<file path="src/rtl/multicycle_controller_if.sv">
// Control/status bundle between multicycle_controller (master) and the multicycle datapath (slave).
interface multicycle_controller_if;
    logic [31:0] INSTRUCTION;
    logic [3:0]  FLAGS;
    logic        A3Src;
    logic        AdrSrc;
    logic        FlagUpdate;
    logic        IRWrite;
    logic        MemWrite;
    logic        PCWrite;
    logic        RegWrite;
    logic        WD3Src;
    logic [1:0]  ALUSrcA;
    logic [1:0]  ALUSrcB;
    logic [1:0]  ResultSrc;
    logic [1:0]  RegSrc;
    logic [2:0]  ALUop;
    logic [2:0]  ShiftType;

    modport master (
        input  INSTRUCTION, FLAGS,
        output A3Src, AdrSrc, FlagUpdate, IRWrite, MemWrite, PCWrite, RegWrite, WD3Src,
        output ALUSrcA, ALUSrcB, ResultSrc, RegSrc, ALUop, ShiftType
    );

    modport slave (
        output INSTRUCTION, FLAGS,
        input  A3Src, AdrSrc, FlagUpdate, IRWrite, MemWrite, PCWrite, RegWrite, WD3Src,
        input  ALUSrcA, ALUSrcB, ResultSrc, RegSrc, ALUop, ShiftType
    );
endinterface

</file>
<file path="src/rtl/multicycle_controller.sv">
// Moore control FSM for the multicycle ARM-subset datapath (DP reg/imm, LDR/STR, B/BL, conditions).
// Define CTRL_SHIFT_EN to drive ShiftType from the register-operand shift field in EXECUTER.
module multicycle_controller #(
    parameter int STATE_W = 4
) (
    input  logic                   clock,
    input  logic                   reset,
    multicycle_controller_if.master bus,
    output logic [STATE_W-1:0]     state_out,
    output logic                   undef
);

    typedef enum logic [STATE_W-1:0] {
        FETCH    = STATE_W'(0),
        DECODE   = STATE_W'(1),
        MEMADR   = STATE_W'(2),
        MEMREAD  = STATE_W'(3),
        MEMWB    = STATE_W'(4),
        MEMWRITE = STATE_W'(5),
        EXECUTER = STATE_W'(6),
        EXECUTEI = STATE_W'(7),
        ALUWB    = STATE_W'(8),
        BRANCH   = STATE_W'(9)
    } state_t;

    state_t state_q;
    state_t state_d;

    logic [3:0] cond;
    logic [1:0] op;
    logic       immBit;
    logic [3:0] cmd;
    logic       sBit;
    logic       uBit;
    logic       lBit;
    logic       linkBit;
    logic       nFlag, zFlag, cFlag, vFlag;
    logic       condPass;
    logic       isCmp;
    logic [2:0] aluOpDp;
    logic [2:0] shiftDp;

    assign cond    = bus.INSTRUCTION[31:28];
    assign op      = bus.INSTRUCTION[27:26];
    assign immBit  = bus.INSTRUCTION[25];
    assign cmd     = bus.INSTRUCTION[24:21];
    assign sBit    = bus.INSTRUCTION[20];
    assign uBit    = bus.INSTRUCTION[23];
    assign lBit    = bus.INSTRUCTION[20];
    assign linkBit = bus.INSTRUCTION[24];
    assign {nFlag, zFlag, cFlag, vFlag} = bus.FLAGS;
    assign isCmp   = (cmd == 4'b1010);

`ifdef CTRL_SHIFT_EN
    logic unused_instr_bits;
    assign unused_instr_bits = ^{bus.INSTRUCTION[19:12], bus.INSTRUCTION[4:0]};
    assign shiftDp = (bus.INSTRUCTION[11:7] != 5'd0) ? {1'b0, bus.INSTRUCTION[6:5]} : 3'b111;
`else
    logic unused_instr_bits;
    assign unused_instr_bits = ^bus.INSTRUCTION[19:0];
    assign shiftDp = 3'b111;
`endif

    always_comb begin
        case (cond)
            4'b0000: condPass = zFlag;
            4'b0001: condPass = ~zFlag;
            4'b0010: condPass = cFlag;
            4'b0011: condPass = ~cFlag;
            4'b0100: condPass = nFlag;
            4'b0101: condPass = ~nFlag;
            4'b0110: condPass = vFlag;
            4'b0111: condPass = ~vFlag;
            4'b1000: condPass = cFlag & ~zFlag;
            4'b1001: condPass = ~cFlag | zFlag;
            4'b1010: condPass = (nFlag == vFlag);
            4'b1011: condPass = (nFlag != vFlag);
            4'b1100: condPass = ~zFlag & (nFlag == vFlag);
            4'b1101: condPass = zFlag | (nFlag != vFlag);
            4'b1110: condPass = 1'b1;
            default: condPass = 1'b0;
        endcase
    end

    // Commands without a dedicated ALU operation fall back to ADD.
    always_comb begin
        case (cmd)
            4'b0100:          aluOpDp = 3'b000;
            4'b0010, 4'b1010: aluOpDp = 3'b001;
            4'b0000:          aluOpDp = 3'b010;
            4'b1100:          aluOpDp = 3'b011;
            4'b0001:          aluOpDp = 3'b110;
            4'b1101:          aluOpDp = 3'b100;
            default:          aluOpDp = 3'b000;
        endcase
    end

    always_ff @(posedge clock) begin
        if (!reset) begin
            state_q <= FETCH;
        end else begin
            state_q <= state_d;
        end
    end

    // All controls stay at their idle values while reset is low, so a reset mid-instruction
    // cannot leak a register or memory write.
    always_comb begin
        state_d        = FETCH;
        bus.A3Src      = 1'b0;
        bus.AdrSrc     = 1'b0;
        bus.FlagUpdate = 1'b0;
        bus.IRWrite    = 1'b0;
        bus.MemWrite   = 1'b0;
        bus.PCWrite    = 1'b0;
        bus.RegWrite   = 1'b0;
        bus.WD3Src     = 1'b0;
        bus.ALUSrcA    = 2'b00;
        bus.ALUSrcB    = 2'b00;
        bus.ResultSrc  = 2'b00;
        bus.RegSrc     = 2'b00;
        bus.ALUop      = 3'b000;
        bus.ShiftType  = 3'b111;
        undef          = 1'b0;
        if (reset) begin
            bus.RegSrc = {op == 2'b01, op == 2'b10};
            case (state_q)
                FETCH: begin
                    bus.IRWrite   = 1'b1;
                    bus.PCWrite   = 1'b1;
                    bus.ALUSrcB   = 2'b11;
                    bus.ResultSrc = 2'b10;
                    bus.RegSrc    = 2'b10;
                    state_d       = DECODE;
                end
                DECODE: begin
                    bus.ResultSrc = 2'b10;
                    if (op == 2'b11) begin
                        undef   = 1'b1;
                        state_d = FETCH;
                    end else if (!condPass) begin
                        state_d = FETCH;
                    end else if (op == 2'b01) begin
                        state_d = MEMADR;
                    end else if (op == 2'b00) begin
                        state_d = immBit ? EXECUTEI : EXECUTER;
                    end else begin
                        state_d = BRANCH;
                    end
                end
                MEMADR: begin
                    bus.ALUSrcA = 2'b01;
                    bus.ALUSrcB = 2'b01;
                    bus.ALUop   = uBit ? 3'b000 : 3'b001;
                    state_d     = lBit ? MEMREAD : MEMWRITE;
                end
                MEMREAD: begin
                    bus.AdrSrc  = 1'b1;
                    bus.ALUSrcA = 2'b01;
                    bus.ALUSrcB = 2'b01;
                    state_d     = MEMWB;
                end
                MEMWB: begin
                    bus.AdrSrc    = 1'b1;
                    bus.RegWrite  = 1'b1;
                    bus.ResultSrc = 2'b01;
                    state_d       = FETCH;
                end
                MEMWRITE: begin
                    bus.AdrSrc   = 1'b1;
                    bus.MemWrite = 1'b1;
                    state_d      = FETCH;
                end
                EXECUTER, EXECUTEI: begin
                    bus.ALUSrcA    = 2'b01;
                    bus.ALUSrcB    = (state_q == EXECUTEI) ? 2'b01 : 2'b00;
                    bus.ALUop      = aluOpDp;
                    bus.FlagUpdate = sBit | isCmp;
                    bus.ShiftType  = (state_q == EXECUTER) ? shiftDp : 3'b111;
                    state_d        = isCmp ? FETCH : ALUWB;
                end
                ALUWB: begin
                    bus.ALUSrcA  = 2'b01;
                    bus.RegWrite = 1'b1;
                    state_d      = FETCH;
                end
                BRANCH: begin
                    bus.ALUSrcA   = 2'b10;
                    bus.ALUSrcB   = 2'b01;
                    bus.ResultSrc = 2'b10;
                    bus.PCWrite   = 1'b1;
                    bus.A3Src     = linkBit;
                    bus.WD3Src    = linkBit;
                    bus.RegWrite  = linkBit;
                    state_d       = FETCH;
                end
                default: begin
                    state_d = FETCH;
                end
            endcase
        end
    end

    assign state_out = state_q;

endmodule
</file>
<file path="src/flat_wrapper.sv">
// flat-port wrapper written by rule: the top's interface ports become plain ports
module multicycle_controller_flat 
#(
    parameter int STATE_W = 4
)
  (clock, reset, state_out, undef, bus_INSTRUCTION, bus_FLAGS, bus_A3Src, bus_AdrSrc, bus_FlagUpdate, bus_IRWrite, bus_MemWrite, bus_PCWrite, bus_RegWrite, bus_WD3Src, bus_ALUSrcA, bus_ALUSrcB, bus_ResultSrc, bus_RegSrc, bus_ALUop, bus_ShiftType);
  multicycle_controller_if bus_i ();
  input  logic clock;
  input  logic reset;
  output logic [STATE_W-1:0] state_out;
  output logic undef;
  input wire logic [$bits(bus_i.INSTRUCTION)-1:0] bus_INSTRUCTION;
  input wire logic [$bits(bus_i.FLAGS)-1:0] bus_FLAGS;
  output wire logic [$bits(bus_i.A3Src)-1:0] bus_A3Src;
  output wire logic [$bits(bus_i.AdrSrc)-1:0] bus_AdrSrc;
  output wire logic [$bits(bus_i.FlagUpdate)-1:0] bus_FlagUpdate;
  output wire logic [$bits(bus_i.IRWrite)-1:0] bus_IRWrite;
  output wire logic [$bits(bus_i.MemWrite)-1:0] bus_MemWrite;
  output wire logic [$bits(bus_i.PCWrite)-1:0] bus_PCWrite;
  output wire logic [$bits(bus_i.RegWrite)-1:0] bus_RegWrite;
  output wire logic [$bits(bus_i.WD3Src)-1:0] bus_WD3Src;
  output wire logic [$bits(bus_i.ALUSrcA)-1:0] bus_ALUSrcA;
  output wire logic [$bits(bus_i.ALUSrcB)-1:0] bus_ALUSrcB;
  output wire logic [$bits(bus_i.ResultSrc)-1:0] bus_ResultSrc;
  output wire logic [$bits(bus_i.RegSrc)-1:0] bus_RegSrc;
  output wire logic [$bits(bus_i.ALUop)-1:0] bus_ALUop;
  output wire logic [$bits(bus_i.ShiftType)-1:0] bus_ShiftType;
  assign bus_i.INSTRUCTION = bus_INSTRUCTION;
  assign bus_i.FLAGS = bus_FLAGS;
  assign bus_A3Src = bus_i.A3Src;
  assign bus_AdrSrc = bus_i.AdrSrc;
  assign bus_FlagUpdate = bus_i.FlagUpdate;
  assign bus_IRWrite = bus_i.IRWrite;
  assign bus_MemWrite = bus_i.MemWrite;
  assign bus_PCWrite = bus_i.PCWrite;
  assign bus_RegWrite = bus_i.RegWrite;
  assign bus_WD3Src = bus_i.WD3Src;
  assign bus_ALUSrcA = bus_i.ALUSrcA;
  assign bus_ALUSrcB = bus_i.ALUSrcB;
  assign bus_ResultSrc = bus_i.ResultSrc;
  assign bus_RegSrc = bus_i.RegSrc;
  assign bus_ALUop = bus_i.ALUop;
  assign bus_ShiftType = bus_i.ShiftType;
  multicycle_controller #(.STATE_W(STATE_W)) u_core (.clock(clock), .reset(reset), .bus(bus_i), .state_out(state_out), .undef(undef));
endmodule
</file>
<file path="config.mk">
export PLATFORM = sky130hd
export DESIGN_NAME = multicycle_controller_flat
export DESIGN_NICKNAME = d
export VERILOG_FILES = /design/src/rtl/multicycle_controller_if.sv /design/src/rtl/multicycle_controller.sv /design/src/flat_wrapper.sv
export SDC_FILE = /design/constraint.sdc
export NUM_CORES = 1
export LEC_CHECK = 0
export CAP_MARGIN = 15
export CORE_MARGIN = 2
export CORE_UTILIZATION = 33
export DETAILED_ROUTE_END_ITERATION = 10
export HOLD_SLACK_MARGIN = 0.1
export MAX_ROUTING_LAYER = met4
export PLACE_DENSITY = 0.85
export SYNTH_ARGS = -nofsm -noshare
export SYNTH_HDL_FRONTEND = slang
export SYNTH_SLANG_ARGS = --single-unit
</file>
<file path="constraint.sdc">
create_clock -name clock -period 5.2 [get_ports clock]
set_clock_uncertainty 0.2 [all_clocks]
set_input_delay 1.3 -clock clock [delete_from_list [all_inputs] [get_ports clock]]
set_output_delay 1.3 -clock clock [all_outputs]
set_load 0.005 [all_outputs]
</file>
==> results.ini, run 1 <==
[detailed_routing]
dr_total_vias = 929
first_iter_violations = 21
ant_nets = 0
avgViaCountPerCell = 5.40
drcViolationCount = 0
wl_per_cell_um = 12.0
first_pass_iters = 4
routed_wl_um = 2070

[logic_synthesis]
post_synth_instance_area_sq_um = 719
synth-edff-count = 0
avgSynthCellArea_sq_um = 6.60
synth_area_leaders = dfxtp_1 11%, nor2b_1 6.1%, nand2_1 5.7%
synth_top_cell_by_area = dfxtp_1
yosysTopAreaCellShare_pct = 11.1
synth_seq_cells = 4
syn_inst = 109
synth_cell_types = 44
async_flop_share_pct = 0
yosys_warnings = 0
seq_area_frac_synth_pct = 11.1
synth_ff_type = dfxtp_1

[timing]
fmax_mhz = 216
setup_ws_ps = 564
min_period_ps = 4640
hold_viol_final = 0
worst_hold_slack_ps = 560
slew_viol_final = 0
rsz0062_at_grt = no
tns_ps = 0
setup_viol = 0
fin_crit_sh_pct = 89.1

[finish]
nets = 185
multi_input_area_sq_um = 563
largest_reg_flops = 4
area_growth_pct = 56.9
layout-drive-gt1-share_pct = 5.52
diodes = 0
ff_latch_area_sq_um = 80.1
instances_no_fill = 172
n_fill_cell = 186

[global_routing]
overflow = 0
antenna_found_initial = 0
gr-usage-all-layers_pct = 15.5
grt_pass1_wl_um = 3060
grt_start_max_net_pins = 14
grt_pass1_vias = 740

[power_and_ir_drop]
max-vdd-ir-drop_uv = 62.7
power_density_nw_per_um2 = 136
p_leak_nw = 0.402

[placed_design]
gp_congestion = 0.815
port_buffers = 41
place_inst = 169
dpl.hpwl_um = 1630
pre_cts_slack_ps = 570

[worst_setup_path]
crit_fanout = 9
arrival_ps = 3140
crit_type = in2out
cp-start-kind = input pin
end_kind = output pin
cp_data_required_time_ps = 3700

[die]
coreArea_sq_um = 2000
rows = 16
io_pins = 65
die_width_um = 50.7
die-area_sq_um = 2570
start_util_pct = 35.9
die_h_um = 50.7

[clock_network]
h-tree-depth = 1
clk_pin_slew_worst_paths_ps = 40
ctsRootBufferMaster = clkbuf_4
cts_buffers = 3
clk_path_buf_depth = 2
clock_sink_count = 4
postCtsHoldBufs = 0
cts_setup_buffers = 0
cts_tree = built
post_cts_resized = 0
clk_latency_ps = 230

[run_status]
status = complete, no violations

[job]
max-cap-violations = 0

[worst_hold_path]
hp-class = reg2reg

==> final cells by class <==
cell class / count / area share [%]
flip-flops and latches: 4 / 7.10
multi-input cells: 92 / 49.9
well taps: 27 / 2.99
clock buffers: 3 / 2.00
inverters: 5 / 1.66
repair buffers: 41 / 36.4
==> synth_stat cells, types with 2 or more instances <==
master and number:
nand2_1 11, nor2_1 11, nor2b_1 7, a21oi_1 6, and2_1 5, buf_4 5
inv_1 5, dfxtp_1 4, nand3_1 4, nor3_1 4, o21ai_0 4, clkbuf_1 3
nor4_1 3, a31oi_1 2, mux2i_1 2, nand2b_1 2, nand3b_1 2, nand4b_1 2
o41ai_1 2
==> power by group <==
| group | internal [mW] | leakage, nW | switching [mW] | total [mW] |
|---|---|---|---|---|
| registers | 0.0328 | 0.0327 | 0.00550 | 0.0383 |
| clock network | 0.0259 | 0.0138 | 0.0136 | 0.0394 |
| logic | 0.0431 | 0.356 | 0.0323 | 0.0755 |
| total | 0.102 | 0.402 | 0.0514 | 0.153 |
==> cells in the final DEF, fill, tap and decap left out, types with 3 or more instances in the layout <==
cell type         n
a21oi_1           6
and2_1            5
clkbuf_4          3
clkdlybuf4s50_1  41
conb_1            3
dfxtp_1           4
inv_1             5
nand2_1          11
nand3_1           4
nor2_1           11
nor2b_1           7
nor3_1            4
nor4_1            3
o21ai_0           4
==> stage by stage <==
stage               power (mW)  utilization [%]  instance area [sq um]
floorplan               0.0766                -                    727
global placement         0.112             55.3                   1110
detailed placement       0.113             55.3                   1110
CTS                      0.153             56.4                   1130
global route             0.163             56.4                   1130
finish                   0.153             56.4                   1130
==> kinds of logic after synthesis <==
logic type	count (synthesis)	share of synthesized area (%)
AND/OR/NAND/NOR	59	45.0
AO/OA/AOI/OAI	26	26.4
buffers and inverters	15	11.7
flip-flops	4	11.1
XOR/XNOR	2	2.44
multiplexers	2	2.78
other	1	0.521
==> routing by layer <==
metal | vias to the layer above | track usage [%] | part of all wire, %
met2 | 40 | 30.5 | 53
met5 | - | - | 0
met1 | 428 | 15.8 | 41
met4 | 0 | 4.05 | 0
met3 | 0 | 2.08 | 6.2
li1 | 461 | - | -
==> worst max-delay path, stage by stage <==
cell and delay [ps]:
clkdlybuf4s50_1 600, nor2b_1 260, nand2_1 150, nor4_1 280
clkdlybuf4s50_1 550
==> final timing paths <==
path | start | end | slack, ps | depth (start not counted)
worst max register to register | u_core.state_out[1]$_SDFF_PN0_ | u_core.state_out[3]$_SDFF_PN0_ | 3590 | 5
worst max-delay path | reset | bus_ALUop[2] | 560 | 5
worst min-delay path | u_core.state_out[2]$_SDFF_PN0_ | u_core.state_out[3]$_SDFF_PN0_ | 560 | 3
worst min register to register | u_core.state_out[2]$_SDFF_PN0_ | u_core.state_out[3]$_SDFF_PN0_ | 560 | 3
(Power assumes the default switching activity.)
==> run 2, diff against run 1 <==
Settings changed: ABC_CLOCK_PERIOD_IN_PS set to 5200.
==> results of run 2 <==
Final layout, timing and power as in run 1 (identical DEF).
==> run 3, diff against run 2 <==
--- a/constraint.sdc
+++ b/constraint.sdc
@@ -3,3 +3,3 @@
 set_input_delay 1.3 -clock clock [delete_from_list [all_inputs] [get_ports clock]]
 set_output_delay 1.3 -clock clock [all_outputs]
-set_load 0.005 [all_outputs]
+set_load 0.05 [all_outputs]
==> results.ini, run 3 (synthesized netlist as in run 1, its figures left out) <==
[run_status]
status = complete, no violations

[clock_network]
cts_buffers = 3
clk_path_buf_depth = 2
clock_sink_count = 4
clk_latency_ps = 230
h-tree-depth = 1
cts_tree = built
ctsRootBufferMaster = clkbuf_4
post_cts_resized = 0
clk_pin_slew_worst_paths_ps = 40
postCtsHoldBufs = 0
cts_setup_buffers = 0

[timing]
min_period_ps = 4840
slew_viol_final = 0
rsz0062_at_grt = no
relSlewSlack_pct = 66.2
setup_viol = 0
hold_viol_final = 0
worst_pin_slew_ps = 505
fmax_mhz = 207
tns_ps = 0
fin_crit_sh_pct = 93.1

[placed_design]
gp_congestion = 0.825
port_buffers = 41
dpl_cell_area_sq_um = 1100
dpl.hpwl_um = 1680

[worst_setup_path]
cp-start-kind = input pin
critPathSlowestCell = clkdlybuf4s50_1
worst_path_largest_cell_delay_ps = 800
end_kind = output pin
rr_startpoint = u_core.state_out[0]$_SDFF_PN0_
cpMostUsedCell = clkdlybuf4s50_1
arrival_ps = 3340
crit_type = in2out
cp-startpoint = reset
cp_data_required_time_ps = 3700
crit_chain = clkdlybuf4s50_1, nor2b_1, nand2_1, nor2_1, and2_1, clkdlybuf4s50_1
crit_fanout = 9

[global_routing]
grt_pass1_wl_um = 3340
antenna_found_initial = 0
grt_start_max_net_pins = 14
gr-usage-all-layers_pct = 16.7
overflow = 0
grt_pass1_vias = 777

[die]
die_h_um = 50.7
die-area_sq_um = 2570
start_util_pct = 35.9
die_width_um = 50.7
coreArea_sq_um = 2000
io_pins = 65
rows = 16

[finish]
layout-drive-gt1-share_pct = 6.90
diodes = 0
n_fill_cell = 195
nets = 185
final_cell_mix = 39 x clkdlybuf4s50_1, 11 x nand2_1, 11 x nor2_1, 7 x nor2b_1, 6 x a21oi_1
layout_commonest_cell = clkdlybuf4s50_1
area_growth_pct = 56.2
final_area_sq_um = 1120
largest_reg_flops = 4

[job]
max-cap-violations = 0

[power_and_ir_drop]
p_leak_nw = 0.406
power_density_nw_per_um2 = 168
max-vdd-ir-drop_uv = 93.3

[detailed_routing]
routed_wl_um = 2090
avgViaCountPerCell = 5.43
ant_nets = 0
wl_per_cell_um = 12.2
first_pass_iters = 4
drcViolationCount = 0
met2_length_um = 1100
wl_met1_um = 838
top_layer = met3
dr_total_vias = 934
first_iter_violations = 28
wl_met3_um = 159

[worst_hold_path]
hp-class = reg2reg
hold_path_startpoint = u_core.state_out[2]$_SDFF_PN0_

[run 3: cell count changes in the layout (fill, tap and decap cells not counted)]
cell and delta:
buf_4 +2, clkdlybuf4s50_1 -2
[run 3: worst paths after layout]
path	endpoint	slack, ps	cells after the start
worst min register to register	u_core.state_out[3]$_SDFF_PN0_	580	3
worst max register to register	u_core.state_out[0]$_SDFF_PN0_	3550	3
worst max-delay path	bus_A3Src	360	6
worst min-delay path	u_core.state_out[3]$_SDFF_PN0_	580	3
[run 3: per-layer routing]
layer | vias up | global-route usage, %
met5 | - | -
met4 | 0 | 4.05
met3 | 0 | 2.68
met2 | 47 | 32.2
met1 | 428 | 17.6
li1 | 459 | -
[run 3: final cells by class]
| type | count | area (sq um) | share of cell area (%) |
|---|---|---|---|
| multi-input combinational | 92 | 563 | 50.1 |
| sequential | 4 | 80.1 | 7.13 |
| timing repair buffer | 41 | 405 | 36.1 |
| inverter | 5 | 18.8 | 1.67 |
| clock buffer | 3 | 22.5 | 2.00 |
| tap | 27 | 33.8 | 3.01 |
[run 3: metrics by stage]
| step | setup slack [ps] | util, % | instances | hold WS [ps] | power, mW |
|---|---|---|---|---|---|
| CTS | 352 | 56.1 | 172 | 566 | 0.190 |
| finish | 358 | 56.1 | 172 | 578 | 0.189 |
| global placement | 383 | 55.0 | 169 | 532 | 0.148 |
| detailed placement | 359 | 55.0 | 169 | 561 | 0.150 |
| floorplan | 601 | - | 111 | 625 | 0.113 |
| global route | 195 | 56.1 | 172 | 618 | 0.199 |
[run 3: where the power goes]
part / leakage, nW / internal (mW) / switching (mW)
Sequential: 0.0327 / 0.0329 / 0.00590
Combinational: 0.360 / 0.0432 / 0.0686
Clock: 0.0138 / 0.0258 / 0.0122
[run 3: critical path: cells and delay by family]
kind	cells	cell delay, ps
simple gates	4	630
buf+inv	2	1410
